## config.mk

```make
export PLATFORM = sky130hd
export DESIGN_NAME = cfu_initiator
export DESIGN_NICKNAME = d
export VERILOG_FILES = /design/src/rtl/cfu_initiator_pkg.sv /design/src/rtl/cfu_initiator.sv
export SDC_FILE = /design/constraint.sdc
export NUM_CORES = 1
export LEC_CHECK = 0
export BUFFER_PORTS_ARGS = -buffer_cell sky130_fd_sc_hd__clkbuf_2
export CAP_MARGIN = 40
export CORE_MARGIN = 2
export CORE_UTILIZATION = 48
export DETAILED_ROUTE_END_ITERATION = 10
export PLACE_DENSITY = 0.82
export SLEW_MARGIN = 20
export SYNTH_ARGS = -nofsm -noshare
export SYNTH_HDL_FRONTEND = slang
export SYNTH_SLANG_ARGS = --single-unit
```

## constraint.sdc

```tcl
create_clock -name clk -period 3.2 [get_ports clk]
set_clock_uncertainty 0.2 [all_clocks]
set_input_delay 0.16 -clock clk [delete_from_list [all_inputs] [get_ports clk]]
set_output_delay 0.16 -clock clk [all_outputs]
set_load 0.03 [all_outputs]
```

## src/rtl/cfu_initiator_pkg.sv

```systemverilog
// Shared types and widths for the CFU initiator.
package cfu_initiator_pkg;

  localparam int unsigned FUNC_ID_W = 10;
  localparam int unsigned DATA_W    = 32;
  localparam int unsigned CNT_W     = 16;

  typedef enum logic [1:0] {
    IDLE,
    CMD,
    WAIT_RSP,
    RESULT
  } state_e;

endpackage

```

## src/rtl/cfu_initiator.sv

```systemverilog
// Bridges an upstream request/result handshake onto a CFU cmd/rsp channel, one command at a time.
// Optional response timeout is enabled by defining CFU_INITIATOR_TIMEOUT_EN.
module cfu_initiator
  import cfu_initiator_pkg::*;
#(
  parameter int unsigned TIMEOUT_CYCLES = 255
) (
  input  logic                 clk,
  input  logic                 reset,
  input  logic                 req_valid,
  output logic                 req_ready,
  input  logic [FUNC_ID_W-1:0] req_function_id,
  input  logic [DATA_W-1:0]    req_inputs_0,
  input  logic [DATA_W-1:0]    req_inputs_1,
  output logic                 cmd_valid,
  input  logic                 cmd_ready,
  output logic [FUNC_ID_W-1:0] cmd_payload_function_id,
  output logic [DATA_W-1:0]    cmd_payload_inputs_0,
  output logic [DATA_W-1:0]    cmd_payload_inputs_1,
  input  logic                 rsp_valid,
  output logic                 rsp_ready,
  input  logic [DATA_W-1:0]    rsp_payload_outputs_0,
  output logic                 res_valid,
  input  logic                 res_ready,
  output logic [DATA_W-1:0]    res_data,
  output logic                 res_error,
  output logic [CNT_W-1:0]     done_count
);

  if (TIMEOUT_CYCLES < 1 || TIMEOUT_CYCLES > 65535) begin : g_bad_timeout
    $error("cfu_initiator: TIMEOUT_CYCLES must be in 1..65535");
  end

  state_e               state_q, state_d;
  logic                 run_q;
  logic [FUNC_ID_W-1:0] fid_q;
  logic [DATA_W-1:0]    in0_q, in1_q, res_data_q;
  logic [CNT_W-1:0]     done_count_q;
  logic                 busy, req_fire, cmd_fire, rsp_take, timeout_hit, res_fire, expire;

  assign busy        = (state_q == CMD) || (state_q == WAIT_RSP);
  assign req_fire    = req_valid && req_ready;
  assign cmd_fire    = cmd_valid && cmd_ready;
  // In CMD a response only counts when the command is accepted in the same cycle.
  assign rsp_take    = ((state_q == CMD) && cmd_fire && rsp_valid) ||
                       ((state_q == WAIT_RSP) && rsp_valid);
  assign timeout_hit = expire && !rsp_take;
  assign res_fire    = res_valid && res_ready;

  always_ff @(posedge clk or negedge reset) begin
    if (!reset) state_q <= IDLE;
    else        state_q <= state_d;
  end

  always_comb begin
    state_d = state_q;
    unique case (state_q)
      IDLE:     if (req_fire) state_d = CMD;
      CMD: begin
        if (rsp_take || timeout_hit) state_d = RESULT;
        else if (cmd_fire)           state_d = WAIT_RSP;
      end
      WAIT_RSP: if (rsp_take || timeout_hit) state_d = RESULT;
      RESULT:   if (res_ready) state_d = IDLE;
      default:  state_d = IDLE;
    endcase
  end

  // run_q keeps req_ready low until the first clock after reset release.
  always_comb begin
    req_ready = (state_q == IDLE) && run_q;
    cmd_valid = (state_q == CMD);
    rsp_ready = busy;
    res_valid = (state_q == RESULT);
  end

  always_ff @(posedge clk or negedge reset) begin
    if (!reset) begin
      run_q        <= 1'b0;
      fid_q        <= '0;
      in0_q        <= '0;
      in1_q        <= '0;
      res_data_q   <= '0;
      done_count_q <= '0;
    end else begin
      run_q <= 1'b1;
      if (req_fire) begin
        fid_q <= req_function_id;
        in0_q <= req_inputs_0;
        in1_q <= req_inputs_1;
      end
      if (rsp_take)         res_data_q <= rsp_payload_outputs_0;
      else if (timeout_hit) res_data_q <= '0;
      if (res_fire) done_count_q <= done_count_q + 1'b1;
    end
  end

`ifdef CFU_INITIATOR_TIMEOUT_EN
  logic [CNT_W-1:0] tmo_cnt_q;
  logic             res_error_q;

  always_ff @(posedge clk or negedge reset) begin
    if (!reset) begin
      tmo_cnt_q   <= '0;
      res_error_q <= 1'b0;
    end else begin
      if (req_fire)  tmo_cnt_q <= '0;
      else if (busy) tmo_cnt_q <= tmo_cnt_q + 1'b1;
      if (rsp_take)         res_error_q <= 1'b0;
      else if (timeout_hit) res_error_q <= 1'b1;
    end
  end

  // Fires during the TIMEOUT_CYCLES-th cycle spent in CMD/WAIT_RSP.
  assign expire    = busy && (tmo_cnt_q == CNT_W'(TIMEOUT_CYCLES - 1));
  assign res_error = res_error_q;
`else
  assign expire    = 1'b0;
  assign res_error = 1'b0;
`endif

  assign cmd_payload_function_id = fid_q;
  assign cmd_payload_inputs_0    = in0_q;
  assign cmd_payload_inputs_1    = in1_q;
  assign res_data                = res_data_q;
  assign done_count              = done_count_q;

endmodule
```

== Yosys cells after proc, flatten, opt, wreduce, memory -nomap -nowiden ==
Index checks and enable logic that the tools add are counted.

* $add $sub $neg: 1
* Reductions and logical operators: 11
* Multiplexer cells: 6
* Eq/ne operators: 7

{| class="wikitable"
|+ Operator list
! operator !! count
|-
| 16-bit by 1-bit adder with 16-bit output (second input constant) || 1
|-
| 2-bit two-way mux || 5
|-
| 2-bit case mux with 4 select lines || 1
|-
| 1-bit logical AND || 7
|-
| 2-bit == test (second input constant) || 2
|-
| 2-bit != test (second input constant) || 2
|-
| 4-bit AND reduction || 1
|-
| 3-bit by 1-bit != test with 1-bit output (second input constant) || 1
|-
| 2-bit by 1-bit == test with 1-bit output (second input constant) || 1
|-
| 2-bit logical NOT || 1
|-
| 1-bit logical OR || 2
|-
| 2-bit by 1-bit != test with 1-bit output (second input constant) || 1
|}

* Input bits: 112
* Flip-flop bits (word level): 125
* Word-level logic and storage cells: 32

== Longest topological paths before layout ==
* Word-level depth: 7
* Mapped depth: 7
* Gate-level depth less buffers: 5

== Worst setup path after synthesis ==
OpenSTA, ideal clock, no wires.

* Path kind: register to register
* Start point: register state_q[0]
* End point: register state_q[1]
* Library setup time: 128 ps
* Slack: 1260 ps
* Arrival: 1612 ps
* Cell stages (with the launch flop): 6
* Buffers on the path: 0
* Cell sequence: dfrtp_1 ha_1 nor2b_1 a221o_1 nor2_1 mux2_1

* Elaborated cells between the ends (all ways): 18

{| class="wikitable"
|+ RTL lines
! what !! line !! text
|-
| start, declared || cfu_initiator.sv:34 || <nowiki>state_e state_q, state_d;</nowiki>
|-
| start signal, assigned || cfu_initiator.sv:52 || <nowiki>else state_q <= state_d;</nowiki>
|-
| 2-bit == test * || n/a ||
|-
| named net res_valid || cfu_initiator.sv:23 || <nowiki>output logic res_valid,</nowiki>
|-
| 2-bit by 1-bit != test with 1-bit output (no source line) || n/a ||
|-
| 4-bit AND reduction (no source line) || n/a ||
|}

Mark *: on every way through the listed nets, which the timed path passes. The rest lies on a longest branch.
A chain may end at the register's enable or synchronous reset.

== Worst setup path in the final report ==
* Start point: register state_q[1]
* End point: register state_q[0]

* Longest elaborated chain between the ends: 7
* Elaborated cells between the ends (all ways): 18

{| class="wikitable"
|+ RTL lines
! what !! line !! text
|-
| 2-bit by 1-bit == test with 1-bit output || cfu_initiator.sv:45, cfu_initiator.sv:57, cfu_initiator.sv:72 ||
|-
| 1-bit logical AND || cfu_initiator.sv:43 || <nowiki>assign cmd_fire = cmd_valid && cmd_ready;</nowiki>
|-
| 1-bit logical AND (2 in a row) || cfu_initiator.sv:45 || <nowiki>assign rsp_take = ((state_q == CMD) && cmd_fire && rsp_valid) ||</nowiki>
|-
| 1-bit logical OR || cfu_initiator.sv:45 ||
|-
| 3-bit by 1-bit != test with 1-bit output (no source line) (tied with other cells) || n/a ||
|-
| 4-bit AND reduction (no source line) / 2-bit case mux with 4 select lines (equally long branches) || n/a ||
|}

Parallel ways exist; a longest one is shown, timed or not.

==> out/qor.csv <==
stage;metric;value;unit
detailed_routing;drt.antenna.violating_nets;0;
outcome;status;finished clean;
power_and_ir_drop;vdd_drop_max;0.0006002;V
worst_hold_path;hold_path_class;in2async;
final_layout;area_growth;56.40;%
timing;rsz0062_at_grt;no;
detailed_routing;drt_wl_total;15160;microns
power_and_ir_drop;power.leakage;4.245;nW
critical_path;end_kind;register;
clock_network;root_buffer;clkbuf_8;
clock_network;clock_sinks;125;
timing;final_hold_viol_count;0;
timing;setup_violations;0;
clock_network;cts.clk_slew.worst_paths;0.06;ns
place;dp_hpwl;8534;microns
timing;fin_crit_sh;72.63;%
logic_synthesis;synth_cell_types;30;
detailed_routing;first_pass_iters;4;
final_layout;fillCellCount;582;
floorplanning;core_area;10370;sq um
critical_path;crit_arrival;2.52;ns
power_and_ir_drop;power.density;1070;nW/um^2
global_route;antenna_found_initial;1;
floorplanning;die_h;107.8;microns
logic_synthesis;synth_cells;309;
final_layout;layout_common_cells;236 x clkbuf_2, 125 x dfrtp_1, 111 x dlygate4sd3_1;
logic_synthesis;ys_warn_count;0;
logic_synthesis;yosysSeqAreaShare;60.52;%
clock_network;worstSkewPairLatency;0.50;ns
detailed_routing;drc_errors;0;
final_layout;final_common_cell;clkbuf_2;
logic_synthesis;ys_ff_latch;125;
detailed_routing;initialDrtViolationCount;158;
final_layout;final-seq-area;3128;sq um
final_layout;drive_gt1_share;55.74;%
critical_path;startpoint_type;register;
floorplanning;dieArea;11610;sq um
final_layout;multi_input_comb_area;1857;sq um
final_layout;layout.nets;787;
timing;drv_slew;0;
floorplanning;fp-row-count;37;
logic_synthesis;syn_area;5169;sq um
floorplanning;initial_utilization;49.84;%
critical_path;path_class;reg2reg;
detailed_routing;via_count;4052;
detailed_routing;via_per_inst;4.960;
logic_synthesis;synth_nets;427;
run;maxCapViolCount;0;
global_route;grtUsageTotal;26.72;%
timing;max_freq;430.3;MHz
clock_network;cts_hold_buf;111;
timing;fin_crit;2.324;ns
critical_path;cp.required;3.39;ns
clock_network;postCtsResizedCells;0;
logic_synthesis;synth_edf_count;0;
timing;layout_setup_ws;0.8759;ns
clock_network;cts_max_level;4;
logic_synthesis;avgSynthCellArea;16.73;sq um
global_route;grt_pass1_wl;23360;microns
detailed_routing;wl_per_cell;18.56;microns
timing;tightest_slew;0.6532;ns
global_route;grt_max_degree;54;
timing;fin_setup_tns;0;ns
logic_synthesis;async_reset_ff_share;100.0;%
floorplanning;pin_count;239;
global_route;grt_pass1_vias;4477;
timing;slew_headroom;56.46;%
logic_synthesis;ys.flop_type;dfrtp_1;
floorplanning;die_x;107.8;microns
clock_network;cts_tree;yes;
global_route;gr-total-overflow;0;
clock_network;clockBufferDepth;2;
clock_network;postCtsSetupRepairBufs;0;
critical_path;cp_max_fo;5;
place;place_congestion;0.7672;
place;dp_slack;0.8778;ns
place;port_buffers;237;
clock_network;cts-buffers-inserted;17;
## where the power goes
group	internal (W)	switching, W	total [W]	leakage (nW)
logic	0.00159	0.00244	0.00403	2.46
clock network	0.00113	0.000661	0.00179	0.270
registers	0.00232	0.000504	0.00282	1.51
## cell usage after synthesis, types with 4 or more instances
library cell  instances  area, sq um
dfrtp_1             125         3128
mux2_4               60        900.9
mux2_2               47        529.3
xnor2_1              13        113.9
nand2_1               7        26.28
nand3_1               7        35.03
buf_12                6        120.1
ha_1                  6        75.07
inv_1                 5        18.77
buf_4                 4        30.03
nand4_1               4        25.02
nor2_1                4        15.01
## final timing paths
| kind | slack (ns) | cells past startpoint | to | startpoint |
|---|---|---|---|---|
| min reg2reg | 0.28 | 1 | done_count[15] | done_count[15] |
| min | 0.03 | 2 | cmd_payload_inputs_0[0] | reset |
| min in group clk | 0.07 | 5 | state_q[0] | req_valid |
| max reg2reg | 0.88 | 5 | state_q[0] | state_q[1] |
| max | 0.88 | 5 | state_q[0] | state_q[1] |
| max in group asynchronous | 1.97 | 3 | cmd_payload_inputs_1[14] | reset |
## critical path: stages (launching register included)
cell	delay [ns]
dfrtp_1	0.42
ha_1	0.26
nor2b_1	0.15
a221o_1	0.30
dlygate4sd3_1	0.60
o31ai_1	0.28
## per-layer routing
metal | up-vias | wire length (microns) | share of wire, % | GRT usage [%]
met5 | - | 0 | 0 | 0
met4 | 0 | 537 | 3.5 | 12.64
met3 | 45 | 1220 | 8.0 | 8.475
met2 | 203 | 7965 | 53 | 48.34
met1 | 2015 | 5436 | 36 | 27.92
li1 | 1789 | - | - | -
## state kept, by name, indices dropped and copies added, names as in the netlist
register	count
cmd_payload_inputs_0	32
done_count	16
res_data	32
run_q	1
cmd_payload_function_id	10
cmd_payload_inputs_1	32
state_q	2
## layout make-up
type | instances | area share, %
multi-input combinational | 167 | 22.97
sequential | 125 | 38.69
timing repair buffer | 353 | 29.22
inverter | 5 | 0.2322
clock inverter | 8 | 1.145
antenna | 1 | 0.03095
tap | 136 | 2.105
clock buffer | 22 | 5.603
## logic make-up (layout without fill, tap and decap cells)
logic type	count (synthesis)	in the layout	share of synthesized area (%)
fa+ha+maj	6	6	1.452
other cells	2	3	0.1453
xor+xnor	15	15	2.542
simple gates	30	30	2.978
mux	108	108	27.89
flops	125	125	60.52
buf+inv	17	388	3.655
compound gates	6	6	0.8230
## stage by stage
stage               power (W)  utilization (%)  cell area (sq um)  hold WS [ns]  std cells
floorplan            0.005511                -               5169       -0.3356        309
global placement     0.006484            61.96               6425       0.01440        675
detailed placement   0.006598            61.96               6425       0.02314        675
CTS                  0.008528            77.93               8082       0.01423        816
global route         0.009014            77.96               8084       0.08153        817
finish               0.008648            77.96               8084       0.02803        817
Power figures use the tool's default switching activity.
